## src/rtl/prog_lut_sweep.sv

```systemverilog
// Loadable-truth-table Boolean function with a self-checking sweep mode:
// steps every input index, holds each HOLD cycles, captures and scores the results.
module prog_lut_sweep #(
  parameter int N_IN = 3,
  parameter int HOLD = 4,
  parameter logic [(1<<N_IN)-1:0] INIT = 'hCE
) (
  input  logic                  i_clk,
  input  logic                  i_rst_n,
  input  logic                  i_cfg_we,
  input  logic [(1<<N_IN)-1:0]  i_cfg_data,
  input  logic [N_IN-1:0]       i_in_vec,
  input  logic                  i_sweep_start,
  input  logic [(1<<N_IN)-1:0]  i_exp_vec,
  output logic                  o_f,
  output logic                  o_busy,
  output logic [N_IN-1:0]       o_cur_idx,
  output logic                  o_done,
  output logic [(1<<N_IN)-1:0]  o_sweep_vec,
  output logic [N_IN:0]         o_ones_cnt,
  output logic                  o_pass
);
  localparam int W    = 1 << N_IN;
  localparam int HC_W = (HOLD > 1) ? $clog2(HOLD) : 1;

  typedef enum logic {IDLE, RUN} state_t;

  state_t          r_state;
  logic [W-1:0]    r_table;
  logic [HC_W-1:0] r_hold;
  logic [N_IN-1:0] r_cur_idx;
  logic [W-1:0]    r_sweep_vec;
  logic [N_IN:0]   r_ones_cnt;
  logic            r_f, r_busy, r_done, r_pass;

  logic [N_IN-1:0] w_sel;
  logic            w_cap_bit;
  logic [W-1:0]    w_next_vec;

  assign w_sel     = (r_state == RUN) ? r_cur_idx : i_in_vec;
  assign w_cap_bit = r_table[r_cur_idx];

  // Result vector including the bit captured this cycle, so the final compare sees it.
  always_comb begin
    w_next_vec = r_sweep_vec;
    w_next_vec[r_cur_idx] = w_cap_bit;
  end

  always_ff @(posedge i_clk) begin
    if (!i_rst_n) begin
      r_state     <= IDLE;
      r_table     <= INIT;
      r_hold      <= '0;
      r_cur_idx   <= '0;
      r_sweep_vec <= '0;
      r_ones_cnt  <= '0;
      r_f         <= 1'b0;
      r_busy      <= 1'b0;
      r_done      <= 1'b0;
      r_pass      <= 1'b0;
    end else begin
      r_done <= 1'b0;
      r_f    <= r_table[w_sel];
      case (r_state)
        IDLE: begin
          if (i_cfg_we) r_table <= i_cfg_data;
          if (i_sweep_start) begin
            r_state     <= RUN;
            r_busy      <= 1'b1;
            r_hold      <= '0;
            r_cur_idx   <= '0;
            r_sweep_vec <= '0;
            r_ones_cnt  <= '0;
            r_pass      <= 1'b0;
          end
        end
        RUN: begin
          if (r_hold != HC_W'(HOLD - 1)) begin
            r_hold <= r_hold + HC_W'(1);
          end else begin
            r_hold      <= '0;
            r_sweep_vec <= w_next_vec;
            r_ones_cnt  <= r_ones_cnt + (N_IN+1)'(w_cap_bit);
            if (r_cur_idx != N_IN'(W - 1)) begin
              r_cur_idx <= r_cur_idx + N_IN'(1);
            end else begin
              r_state   <= IDLE;
              r_busy    <= 1'b0;
              r_done    <= 1'b1;
              r_pass    <= (w_next_vec == i_exp_vec);
              r_cur_idx <= '0;
            end
          end
        end
        default: r_state <= IDLE;
      endcase
    end
  end

  assign o_f         = r_f;
  assign o_busy      = r_busy;
  assign o_cur_idx   = r_cur_idx;
  assign o_done      = r_done;
  assign o_sweep_vec = r_sweep_vec;
  assign o_ones_cnt  = r_ones_cnt;
  assign o_pass      = r_pass;
endmodule
```

## config.mk

```make
export PLATFORM = sky130hd
export DESIGN_NAME = prog_lut_sweep
export DESIGN_NICKNAME = d
export VERILOG_FILES = /design/src/rtl/prog_lut_sweep.sv
export SDC_FILE = /design/constraint.sdc
export NUM_CORES = 1
export LEC_CHECK = 0
export ABC_CLOCK_PERIOD_IN_PS = 2050
export CORE_MARGIN = 4
export CORE_UTILIZATION = 40
export DETAILED_ROUTE_END_ITERATION = 8
export PLACE_DENSITY_LB_ADDON = 0.08
export SLEW_MARGIN = 25
export SYNTH_ARGS = -nofsm -noshare
export SYNTH_HDL_FRONTEND = slang
export SYNTH_SLANG_ARGS = --single-unit
```

## constraint.sdc

```tcl
create_clock -name i_clk -period 2.05 [get_ports i_clk]
set_clock_uncertainty 0.05 [all_clocks]
set_input_delay 0.41 -clock i_clk [delete_from_list [all_inputs] [get_ports i_clk]]
set_output_delay 0.41 -clock i_clk [all_outputs]
set_load 0.02 [all_outputs]
```

Yosys cells after proc, flatten, opt, wreduce, memory -nomap -nowiden
Index checks and enable logic that the tools add are counted.
{ "classes": {"addsub": 3, "order_cmp": 3, "n_eq_ne": 6, "mux": 34, "bitwise_logic": 2, "n_reduce_logical": 5} }
{ "ops": {"columns": ["op", "n"], "rows": [
  ["$mux W8", 2],
  ["$pmux W8 S2", 1],
  ["$mux W1", 13],
  ["$mux W3", 4],
  ["$bwmux W8", 1],
  ["$eq A8 B8 Y1", 1],
  ["$lt A3 B4 Y1 const B", 2],
  ["$mux W4", 2],
  ["$ne A2 B2 Y1 const B", 4],
  ["$pmux W4 S2", 1],
  ["$bmux W1 S3", 2],
  ["$pmux W1 S2", 3],
  ["$pmux W3 S2", 1],
  ["$add A4 B1 Y4", 1],
  ["$mux W2", 2],
  ["$pmux W2 S2", 1],
  ["$reduce_and A2 Y1", 2],
  ["$add A3 B1 Y3 const B", 1],
  ["$demux W1 S3", 1],
  ["$ge A3 B1 Y1 const B", 1],
  ["$ne A3 B3 Y1 const B", 1],
  ["$reduce_and A3 Y1", 1],
  ["$reduce_or A3 Y1", 1],
  ["$add A2 B1 Y2 const B", 1],
  ["other kinds (2)", 3]
]} }
{ "word_totals": {"ff_bits": 30, "output_inout_bits": 19, "wordCells": 63} }

Depth between registers and ports, before layout
Gate-level depths: netlist of the first run.
{ "logic_depth": {"word_depth": 9, "ltp_mapped": 10} }

Worst setup path before layout of the first run
No wires, ideal clock.
{ "synth_timing": {"path_type": "flip-flop to flip-flop", "startpoint": "register r_cur_idx[0] (netlist: o_cur_idx[0])", "endpoint": "register r_ones_cnt[1] (netlist: o_ones_cnt[1])", "setup_time_ps": 118, "arrival_ps": 1928, "required_ps": 1882, "setup_slack_ps": -47, "stages_incl_launch_ff": 10, "path_cell_list": "dfxtp_1 -> buf_2 -> mux2_2 -> nand2_1 -> o32a_1 -> o211ai_1 -> ha_1 -> ha_1 -> a22oi_1 -> nor2b_1"} }
{ "synth_between": {"elab_chain_len": 5} }
{ "synth_lines": {"columns": ["item", "line", "text"], "rows": [
  ["start: declaration", "31", "logic [N_IN-1:0] r_cur_idx;"],
  ["start signal: assignment", "85", "r_cur_idx <= r_cur_idx + N_IN'(1);"],
  ["$bmux W1 S3", "41", "assign w_cap_bit = r_table[r_cur_idx];"],
  ["$mux W1 (not written as such)", "41", null],
  ["$add A4 B1 Y4", "83", "r_ones_cnt <= r_ones_cnt + (N_IN+1)'(w_cap_bit);"],
  ["$mux W4", "78", "if (r_hold != HC_W'(HOLD - 1)) begin"],
  ["$pmux W4 S2", "64", "case (r_state)"],
  ["end signal: assignment", "83", null],
  ["end: declaration", "33", "logic [N_IN:0] r_ones_cnt;"]
]} }
No other way between the ends. The select of a mux whose other input is x is not followed.
A chain may end at the register's enable or synchronous reset.

Worst setup path after layout of the first run
{ "layout_timing": {"startpoint": "register r_cur_idx[0] (netlist: o_cur_idx[0])", "endpoint": "register r_ones_cnt[2] (netlist: o_ones_cnt[2])"} }
Same word-level chain as after synthesis.

==> metrics.md, run 1 <==
| Metric | Value |
|---|---|
| EDFF count, synth | `0` |
| Syn_nets | `220` |
| Post-synthesis average cell area | `8.824 um2` |
| Commonest cells after routing, fill and taps aside | `clkdlybuf4s50_1, dfxtp_1, nand2_1` |
| Async S/R FF share, synth | `0%` |
| Clock network fraction of design power | `39.1%` |
| Largest family of logic cells by synthesized area | `simple AND/OR/NAND/NOR gates` |
| Main flop type after synthesis | `dfxtp_1` |
| Final period util | `97.00%` |
| Ant. Diodes | `0` |
| First-pass GRT wire length | `7.507 mm` |
| Worst skew pair latency | `0.30 ns` |
| Highest metal layer with signal wires | `met4` |
| Final antenna-violating net count | `0` |
| P&R area growth vs syn | `38.26%` |
| XOR/XNOR share of the synthesized area | `3.102%` |
| Synth top area cells | `dfxtp_1, mux2i_1, nor2b_1, nand2_1, ha_1` |
| M1 wire length | `2.194 mm` |
| Clock transition at path regs | `0.08 ns` |
| Internal | `970.2 uW` |
| CTS tree | `built` |
| Final Hold Slack | `0.4225 ns` |
| Logic gate share of total power | `13.5%` |
| Post-layout total power | `1.305 mW` |
| P per Cell Area | `557.1 nW/um2` |
| Max H-tree Level | `2` |
| Pre-Repair DR Iteration Count | `4` |
| Starting DRC count in detailed routing | `127` |
| Worst-Margin Slew | `0.4861 ns` |
| Leakage | `0.8995 nW` |
| FMAX | `502.9 MHz` |
| Seq/Total Area, Yosys | `35.45%` |
| Most common cell after layout, fill and taps aside | `clkdlybuf4s50_1` |
| Post-synth top area share | `35.45%` |
| DP HPWL | `3.500 mm` |
| Mapped Cells | `192` |
| Num CTS Buffers | `5` |
| Final instance area | `2342 um2` |
| Post-synth cell types | `39` |
| Max-slew violation count | `0` |
| CP max FO | `3` |
| Clk root buf | `clkbuf_8` |
| DRC viols | `0` |
| Relative slew slack | `67.52%` |
| Row count | `23` |
| Routed wire per std cell | `16.21 um` |
| DR WL met2 | `2.276 mm` |
| CP Launch Type | `flop` |
| Crit path time final | `1.989 ns` |
| Final setup viols | `0` |
| Layout cells sized above 1 | `15.29%` |
| Filler cells | `373` |
| Proportion of synthesized area in mux cells | `9.823%` |
| Port buffer count | `41` |
| Final hold violation count | `0` |
| Peak VDD IR | `0.3969 mV` |
| Total die area | `5341 um2` |
| Hold Crit Class | `flop to flop` |
| Via count | `1598` |
| Clock tree sinks | `30` |
| Gr ovfl total | `0` |
| Starting Density | `41.75%` |
| Sequential fraction of design power | `47.4%` |
| I/O pins | `42` |
| Largest net degree at the start of global routing | `30` |
| Sw power | `334.7 uW` |
| Clock tree buffer depth | `2` |
| Placed instance area | `2213 um2` |
| Total GRT Usage | `18.35%` |
| Drt via density | `5.473` |
| Synth Area in Compound Gates | `16.91%` |
| Antenna violations before repair | `0` |
| Nets | `269` |
| Critical path data required time | `2.17 ns` |
| Met3 Routed Length | `193 um` |
| Synth area leader | `dfxtp_1` |
| Vias in the first global route | `1586` |
| Worst path arrival time | `2.11 ns` |
| Die Height | `73.08 um` |
| Placer Congestion | `0.8501` |
| Post-synthesis simple-gate area fraction | `26.81%` |
| Post-Synth Adder-Cell Area | `3.693%` |
| Final Util | `57.72%` |
| Switching share of power | `25.65%` |
| Total core area | `4058 um2` |
| YS warnings | `0` |
| Kind of critical path | `flop to flop` |
| Status | `completed` |
| Synthesis-stage register bit count | `30` |
| Max cap viols | `0` |
| R2R setup slack | `0.06 ns` |
| Die width | `73.08 um` |
| Mapped cell area | `1694 um2` |
| Routed WL | `4.734 mm` |
| CP endpoint kind | `flop` |
[cell type report]
type	instances	area (um2)	area share, %
multi-input combinational	146	1036	44.23
sequential	30	608.1	25.96
timing repair buffer	57	536.8	22.92
clock buffer	6	82.58	3.526
tap	50	62.56	2.671
clock inverter	2	12.51	0.5342
inverter	1	3.754	0.1603
[cell families after synthesis]
kind of cell             count (synthesis)
AND/OR/NAND/NOR                         79
AO/OA/AOI/OAI                           42
flip-flops                              30
buffers and inverters                   16
multiplexers                            14
XOR/XNOR                                 6
adder cells (fa/ha/maj)                  5
[through the flow]
| step | std cells | setup TNS, ns | setup WS [ns] |
|---|---|---|---|
| 2_1_floorplan | 192 | 0 | 0.04104 |
| 3_3_place_gp | 283 | 0 | 0.1217 |
| 3_5_place_dp | 283 | 0 | 0.06048 |
| 4_1_cts | 291 | 0 | 0.03118 |
| 5_1_grt | 292 | -0.009933 | -0.009933 |
| 6_report | 292 | 0 | 0.06140 |
[worst max-delay path, cell delays in order (launching register included)]
cell      delay (ns)
dfxtp_4         0.37
mux2_2          0.33
nand2_1         0.07
o32a_1          0.14
o211ai_1        0.16
ha_2            0.24
ha_2            0.19
a31oi_1         0.23
nor3b_2         0.07
[power groups by stage]
stage | clock network [mW] | registers, mW | logic [mW]
global route | 0.549 | 0.621 | 0.192
detailed placement | 0 | 0.633 | 0.176
finish | 0.510 | 0.619 | 0.176
CTS | 0.520 | 0.620 | 0.176
floorplan | 0 | 0.631 | 0.0890
global placement | 0 | 0.632 | 0.172
[Yosys cell counts, drive strengths merged (3+ instances only)]
cell    instances
mux2i          11
nand3b          3
a22oi           5
a21boi          4
dfxtp          30
nand2b          3
nand3           5
nand2          24
and3            4
nand4           3
o21ai          11
nor2b          17
nor2            3
nor3b           9
xnor2           5
and3b           4
a32oi           7
ha              5
a21oi           5
clkbuf          7
buf             8
[sequential cells by signal (all words and copies together) (netlist names)]
register,flops
o_pass,1
o_done,1
o_sweep_vec,8
o_f,1
o_cur_idx,3
r_table,8
r_state,1
r_hold,2
o_busy,1
o_ones_cnt,4
[per-layer routing]
| metal | vias to the layer above | GRT usage, % |
|---|---|---|
| met5 | - | 0 |
| met4 | 0 | 7.172 |
| met2 | 37 | 30.19 |
| li1 | 795 | - |
| met3 | 8 | 4.821 |
| met1 | 758 | 22.70 |
[repair_timing]
action,CTS,global route
gates resized for setup,2,8
pin swaps,0,1
hold endpoints to repair,0,0
hold buffers,0,0
setup endpoints to repair,2,3
buffers inserted,0,1
[path summary, 6_finish.rpt]
check | start | end | depth (start not counted)
worst max-delay path | o_cur_idx[0]$_SDFFE_PN0P_ | o_ones_cnt[2]$_SDFFE_PN0P_ | 8
worst min-delay path | o_busy$_SDFFE_PN0P_ | o_busy$_SDFFE_PN0P_ | 2
worst max register to register | o_cur_idx[0]$_SDFFE_PN0P_ | o_ones_cnt[2]$_SDFFE_PN0P_ | 8
worst min register to register | o_busy$_SDFFE_PN0P_ | o_busy$_SDFFE_PN0P_ | 2
(Power assumes the default switching activity.)
==> run 2, diff against run 1 <==
CORE_UTILIZATION = 35   (was 40)
==> run 2 against run 1 <==
- first-iteration DRC count shrank 38%
- sequential cell count is the same
- worst setup slack gained 0.0070 ns
- largest power group unchanged
==> metrics.md, run 2 (synthesis gave the netlist of run 1 again) <==
| Metric | Value |
|---|---|
| Status | `completed` |
| Clock tree sinks | `30 (unchanged)` |
| Row count | `25 (+8.7%)` |
| P&R area growth vs syn | `38.33% (about the same)` |
| CP endpoint kind | `output pin` |
| Most common cell after layout, fill and taps aside | `clkdlybuf4s50_1` |
| Final period util | `96.66% (-0.34 points)` |
| CP cell instances | `buf_4 > clkdlybuf4s50_1` |
| Pre-CTS setup slack | `0.09728 ns (+0.03680 ns)` |
| Peak VDD IR | `0.2804 mV (-29%)` |
| Total GRT Usage | `15.98% (-2.4 points)` |
| RSZ-0062 raised after global routing | `false` |
| Starting Density | `36.11% (-5.6 points)` |
| Clk root buf | `clkbuf_8` |
| Filler cells | `448 (+20%)` |
| Max stage delay cell, worst path | `clkdlybuf4s50_1` |
| Final WS setup | `0.06839 ns (+0.006988 ns)` |
| CP bufs+invs | `2 (+2)` |
| Nets | `268 (-0.37%)` |
| Num CTS Buffers | `5 (unchanged)` |
| Commonest cells after routing, fill and taps aside | `clkdlybuf4s50_1, dfxtp_1, nand2_1` |
| Worst-Margin Slew | `0.4075 ns (-0.07864 ns)` |
| Die Height | `77.57 um (+6.1%)` |
| CP delay by family, top | `buffers and inverters` |
| Gr ovfl total | `0 (unchanged)` |
| Via count | `1564 (-2.1%)` |
| Routed WL | `4.509 mm (-4.8%)` |
| DRC viols | `0 (unchanged)` |
| Relative slew slack | `72.77% (+5.3 points)` |
| Critical path data required time | `1.59 ns (-0.58 ns)` |
| Max cap viols | `0 (unchanged)` |
| Slowest cell delay on critical path | `0.62 ns (+0.25 ns)` |
| Port buffer count | `41 (unchanged)` |
| Die width | `77.57 um (+6.1%)` |
| Crit path time final | `1.982 ns (-0.006988 ns)` |
| Hold Crit Class | `flop to flop` |
| Final setup viols | `0 (unchanged)` |
| Largest net degree at the start of global routing | `30 (unchanged)` |
| Starting DRC count in detailed routing | `79 (-38%)` |
| Vias in the first global route | `1559 (-1.7%)` |
| Pre-Repair DR Iteration Count | `4 (unchanged)` |
| Kind of critical path | `flop to output pin` |
| FMAX | `504.6 MHz (+0.35%)` |
| CTS tree | `built` |
| Routed wire per std cell | `15.28 um (-5.7%)` |
| I/O pins | `42 (unchanged)` |
| First-pass GRT wire length | `7.555 mm (+0.64%)` |
| Worst skew pair latency | `0.28 ns (-0.02 ns)` |
| Clock transition at path regs | `0.06 ns (-0.02 ns)` |
| Leakage | `0.8938 nW (-0.63%)` |
| P per Cell Area | `583.8 nW/um2 (+4.8%)` |
| Worst path arrival time | `1.52 ns (-0.59 ns)` |
| Total die area | `6017 um2 (+13%)` |
| Layout cells sized above 1 | `12.86% (-2.4 points)` |
| Max H-tree Level | `2 (unchanged)` |
| Total core area | `4692 um2 (+16%)` |
| Setup Total Neg Slack | `0 ns (unchanged)` |
| Ant. Diodes | `0 (unchanged)` |
| CP max FO | `10 (+7)` |
| Antenna violations before repair | `0 (unchanged)` |
| Hold buffers post-CTS | `0 (unchanged)` |
| Final antenna-violating net count | `0 (unchanged)` |
| CP Launch Type | `flop` |
| Clock tree buffer depth | `2 (unchanged)` |
| DP HPWL | `3.375 mm (-3.6%)` |
| Drt via density | `5.302 (-3.1%)` |
| Max-slew violation count | `0 (unchanged)` |
| Placer Congestion | `0.8818 (+3.7%)` |
| Final hold violation count | `0 (unchanged)` |
run 2: cell type report:
type                            count  area [um2]  area share (%)
Timing Repair Buffer               56       535.5           22.85
Inverter                            1       3.754          0.1602
Clock buffer                        8       110.1           4.698
Sequential cell                    30       604.3           25.79
Tap cell                           54       67.56           2.883
Multi-Input combinational cell    146        1022           43.62
run 2: path summary, 6_finish.rpt:
check,startpoint,end,slack [ns],cells after the start
worst max-delay path,o_cur_idx[1]$_SDFFE_PN0P_,o_cur_idx[1],0.07,2
worst min-delay path,o_pass$_SDFFE_PN0P_,o_pass$_SDFFE_PN0P_,0.40,2
worst max register to register,o_cur_idx[0]$_SDFFE_PN0P_,o_ones_cnt[1]$_SDFFE_PN0P_,0.13,8
worst min register to register,o_pass$_SDFFE_PN0P_,o_pass$_SDFFE_PN0P_,0.40,2
run 2: per-stage QoR:
step	area (um2)	power, mW	hold slack, ns	util (%)	instances
finish	2344	1.368	0.4034	49.95	295
global route	2344	1.430	0.4504	49.95	295
floorplan	1695	0.7203	0.4128	-	192
detailed placement	2231	0.8166	0.4024	47.55	287
CTS	2344	1.381	0.4113	49.95	295
global placement	2231	0.8132	0.4016	47.55	287
run 2: routing by layer:
layer	vias up	GRT usage, %	part of all wire, %
li1	793	-	-
met1	726	19.93	46
met2	41	26.51	49
met3	4	3.596	4.4
met4	0	6.584	1.0
met5	-	0	0
run 2: report_power, final:
group	internal (mW)	total, mW	switching [mW]	leakage (nW)
clock	0.339	0.567	0.228	0.0575
combinational	0.107	0.182	0.0749	0.590
sequential	0.601	0.619	0.0181	0.246
run 2: repair_timing:
action / CTS / global route
gates resized for setup: 2 / 0
endpoints found under the setup margin: 2 / 0
hold endpoints to repair: 0 / 0
buffers inserted: 0 / 0
run 2: worst min-delay path, stage by stage, from the launching register on:
cell     delay (ns)
dfxtp_1        0.31
nand4_1        0.06
nand2_1        0.04
==> run 3, diff against run 2 <==
==> constraint.sdc (replaced) <==
create_clock -name i_clk -period 2.05 [get_ports i_clk]
set_clock_uncertainty 0.05 [all_clocks]
set_input_delay 0.205 -clock i_clk [delete_from_list [all_inputs] [get_ports i_clk]]
set_output_delay 0.205 -clock i_clk [all_outputs]
set_load 0.02 [all_outputs]
==> run 3 against run 2 <==
- core utilization decreased by 1.2 points
- die area unchanged
- sequential power barely moved
- critical endpoint is now o_ones_cnt[1]$_SDFFE_PN0P_
- first-iteration DRC count fell by 18%
- combinational power is 6% lower
==> metrics.md, run 3 (synthesis gave the netlist of run 1 again) <==
| Metric | Value |
|---|---|
| Clock tree sinks | `30 (unchanged)` |
| Nets | `264 (-1.5%)` |
| Gr ovfl total | `0 (unchanged)` |
| Routing usage on met3 | `4.756% (+1.2 points)` |
| DP HPWL | `3.334 mm (-1.2%)` |
| Commonest cells after routing, fill and taps aside | `clkdlybuf4s50_1, dfxtp_1, nand2_1` |
| Vias in the first global route | `1532 (-1.7%)` |
| Final period util | `96.50% (-0.17 points)` |
| P&R area growth vs syn | `35.08%` |
| Hold depth | `2 (unchanged)` |
| Max H-tree Level | `2 (unchanged)` |
| Final antenna-violating net count | `0 (unchanged)` |
| Start of the worst register-to-register path | `o_cur_idx[0]$_SDFFE_PN0P_` |
| Hold buffers post-CTS | `0 (unchanged)` |
| P per Cell Area | `562.1 nW/um2 (-3.7%)` |
| Met2 Track Usage GR | `25.39% (-1.1 points)` |
| Total die area | `6017 um2 (unchanged)` |
| Met1 Usage GRT | `20.84% (+0.91 points)` |
| Total core area | `4692 um2 (unchanged)` |
| Leakage | `0.8593 nW (-3.9%)` |
| DRC viols | `0 (unchanged)` |
| CP Launch Type | `flop` |
| Largest net degree at the start of global routing | `30 (unchanged)` |
| Multi-input logic area | `1022 um2 (unchanged)` |
| Hold_sp | `o_busy$_SDFFE_PN0P_` |
| Cts repair resizes | `0 (-2)` |
| Kind of critical path | `flop to flop` |
| Placer Congestion | `0.9569 (+8.5%)` |
| Critical path data required time | `2.17 ns (+0.58 ns)` |
| Total GRT Usage | `15.93% (-0.053 points)` |
| Via count | `1527 (-2.4%)` |
| Reg2reg end | `o_ones_cnt[1]$_SDFFE_PN0P_` |
| CTS tree | `built` |
| Worst skew pair latency | `0.28 ns (about the same)` |
| RSZ-0062 raised after global routing | `false` |
| Drt via density | `5.247 (-1.0%)` |
| Post-CTS Setup Inserts | `0 (unchanged)` |
| Crit path time final | `1.978 ns (-0.003457 ns)` |
| Row count | `25 (unchanged)` |
| Peak VDD IR | `0.2371 mV (-15%)` |
| Routed wire per std cell | `15.41 um (+0.81%)` |
| Final hold violation count | `0 (unchanged)` |
| CP endpoint kind | `flop` |
| I/O pins | `42 (unchanged)` |
| Hold Crit Class | `flop to flop` |
| Antenna violations before repair | `0 (unchanged)` |
| Worst Hold End | `o_busy$_SDFFE_PN0P_` |
| Ant. Diodes | `0 (unchanged)` |
| Layout cells sized above 1 | `11.39% (-1.5 points)` |
| Die width | `77.57 um (unchanged)` |
| Starting DRC count in detailed routing | `65 (-18%)` |
| Max-slew violation count | `0 (unchanged)` |
| Clk root buf | `clkbuf_8` |
| Die Height | `77.57 um (unchanged)` |
| Pre-Repair DR Iteration Count | `4 (unchanged)` |
| Relative slew slack | `66.83% (-5.9 points)` |
| Setup Total Neg Slack | `0 ns (unchanged)` |
| Filler cells | `463 (+3.3%)` |
| Port buffer count | `41 (unchanged)` |
| Num CTS Buffers | `5 (unchanged)` |
| R2r worst-path depth | `8 (unchanged)` |
| Final Util | `48.77% (-1.2 points)` |
| Worst path arrival time | `2.10 ns (+0.58 ns)` |
| Routed WL | `4.484 mm (-0.55%)` |
| FMAX | `505.5 MHz (+0.17%)` |
| Clock tree buffer depth | `2 (unchanged)` |
| CP max FO | `6 (-4)` |
| Status | `completed` |
| Max cap viols | `0 (unchanged)` |
| Worst-Margin Slew | `0.4966 ns (+0.08909 ns)` |
| Grt peak-use layer | `met2` |
| First-pass GRT wire length | `7.617 mm (+0.82%)` |
| R2R setup slack | `0.07 ns (-0.06 ns)` |
| Clock transition at path regs | `0.07 ns (about the same)` |
| FF/Latch Area | `606.8 um2 (+0.41%)` |
| Final setup viols | `0 (unchanged)` |
| Most common cell after layout, fill and taps aside | `clkdlybuf4s50_1` |
| Starting Density | `36.11% (unchanged)` |
## run 3: changes by cell type in the layout (fill, tap and decap cells not counted)
cell / change
dfxtp_4: +1
clkinvlp_4: +1
buf_12: -1
buf_4: -3
dfxtp_2: -1
clkinv_2: +1
clkbuf_8: -2
## run 3: how the worst max path moves through the flow
stage                               from                    endpoint  slack, ns  cells after the start
5_1_grt        o_cur_idx[0]$_SDFFE_PN0P_  o_ones_cnt[1]$_SDFFE_PN0P_      0.003                      8
3_5_place_dp   o_cur_idx[0]$_SDFFE_PN0P_  o_ones_cnt[1]$_SDFFE_PN0P_       0.13                      8
3_3_place_gp   o_cur_idx[1]$_SDFFE_PN0P_         o_pass$_SDFFE_PN0P_       0.17                      7
6_report       o_cur_idx[0]$_SDFFE_PN0P_  o_ones_cnt[1]$_SDFFE_PN0P_       0.07                      8
4_1_cts        o_cur_idx[0]$_SDFFE_PN0P_  o_ones_cnt[1]$_SDFFE_PN0P_       0.06                      8
2_1_floorplan  o_cur_idx[0]$_SDFFE_PN0P_  o_ones_cnt[1]$_SDFFE_PN0P_       0.04                      9
## run 3: cell type report
class | count | share of cell area (%)
sequential | 30 | 26.52
tap | 54 | 2.952
timing repair buffer | 52 | 21.54
clock inverter | 2 | 0.5467
clock buffer | 6 | 3.609
inverter | 1 | 0.1640
multi-input combinational | 146 | 44.67
## run 3: per-layer routing
layer | part of all wire, % | wire length, um
met1 | 48 | 2145
met2 | 48 | 2136
met3 | 3.8 | 171
met4 | 0.69 | 31
met5 | 0 | 0
## run 3: where the power goes
part | switching [mW] | leakage (nW) | internal (mW)
Combinational | 0.0731 | 0.566 | 0.0984
Clock | 0.226 | 0.0472 | 0.269
Sequential | 0.0196 | 0.246 | 0.600
Total | 0.319 | 0.859 | 0.968
## run 3: per-stage QoR
| stage | worst slack [ns] | power, mW | instances | cell area, um2 | hold slack, ns |
|---|---|---|---|---|---|
| 2_1_floorplan | 0.04104 | 0.7203 | 192 | 1695 | 0.2791 |
| 3_3_place_gp | 0.1712 | 0.8035 | 283 | 2188 | 0.3978 |
| 3_5_place_dp | 0.1264 | 0.8066 | 283 | 2188 | 0.4132 |
| 4_1_cts | 0.05603 | 1.309 | 291 | 2283 | 0.4233 |
| 5_1_grt | 0.002937 | 1.348 | 291 | 2288 | 0.4394 |
| 6_report | 0.07185 | 1.286 | 291 | 2288 | 0.4138 |
## run 3: critical path, stage by stage, from the launching register on
cell and delay, ns:
dfxtp_4 0.38, mux2_2 0.33, nand2_1 0.06, o32a_1 0.15, o211ai_1 0.13, ha_1 0.23, ha_1 0.28, a22oi_1 0.20
nor2b_1 0.07
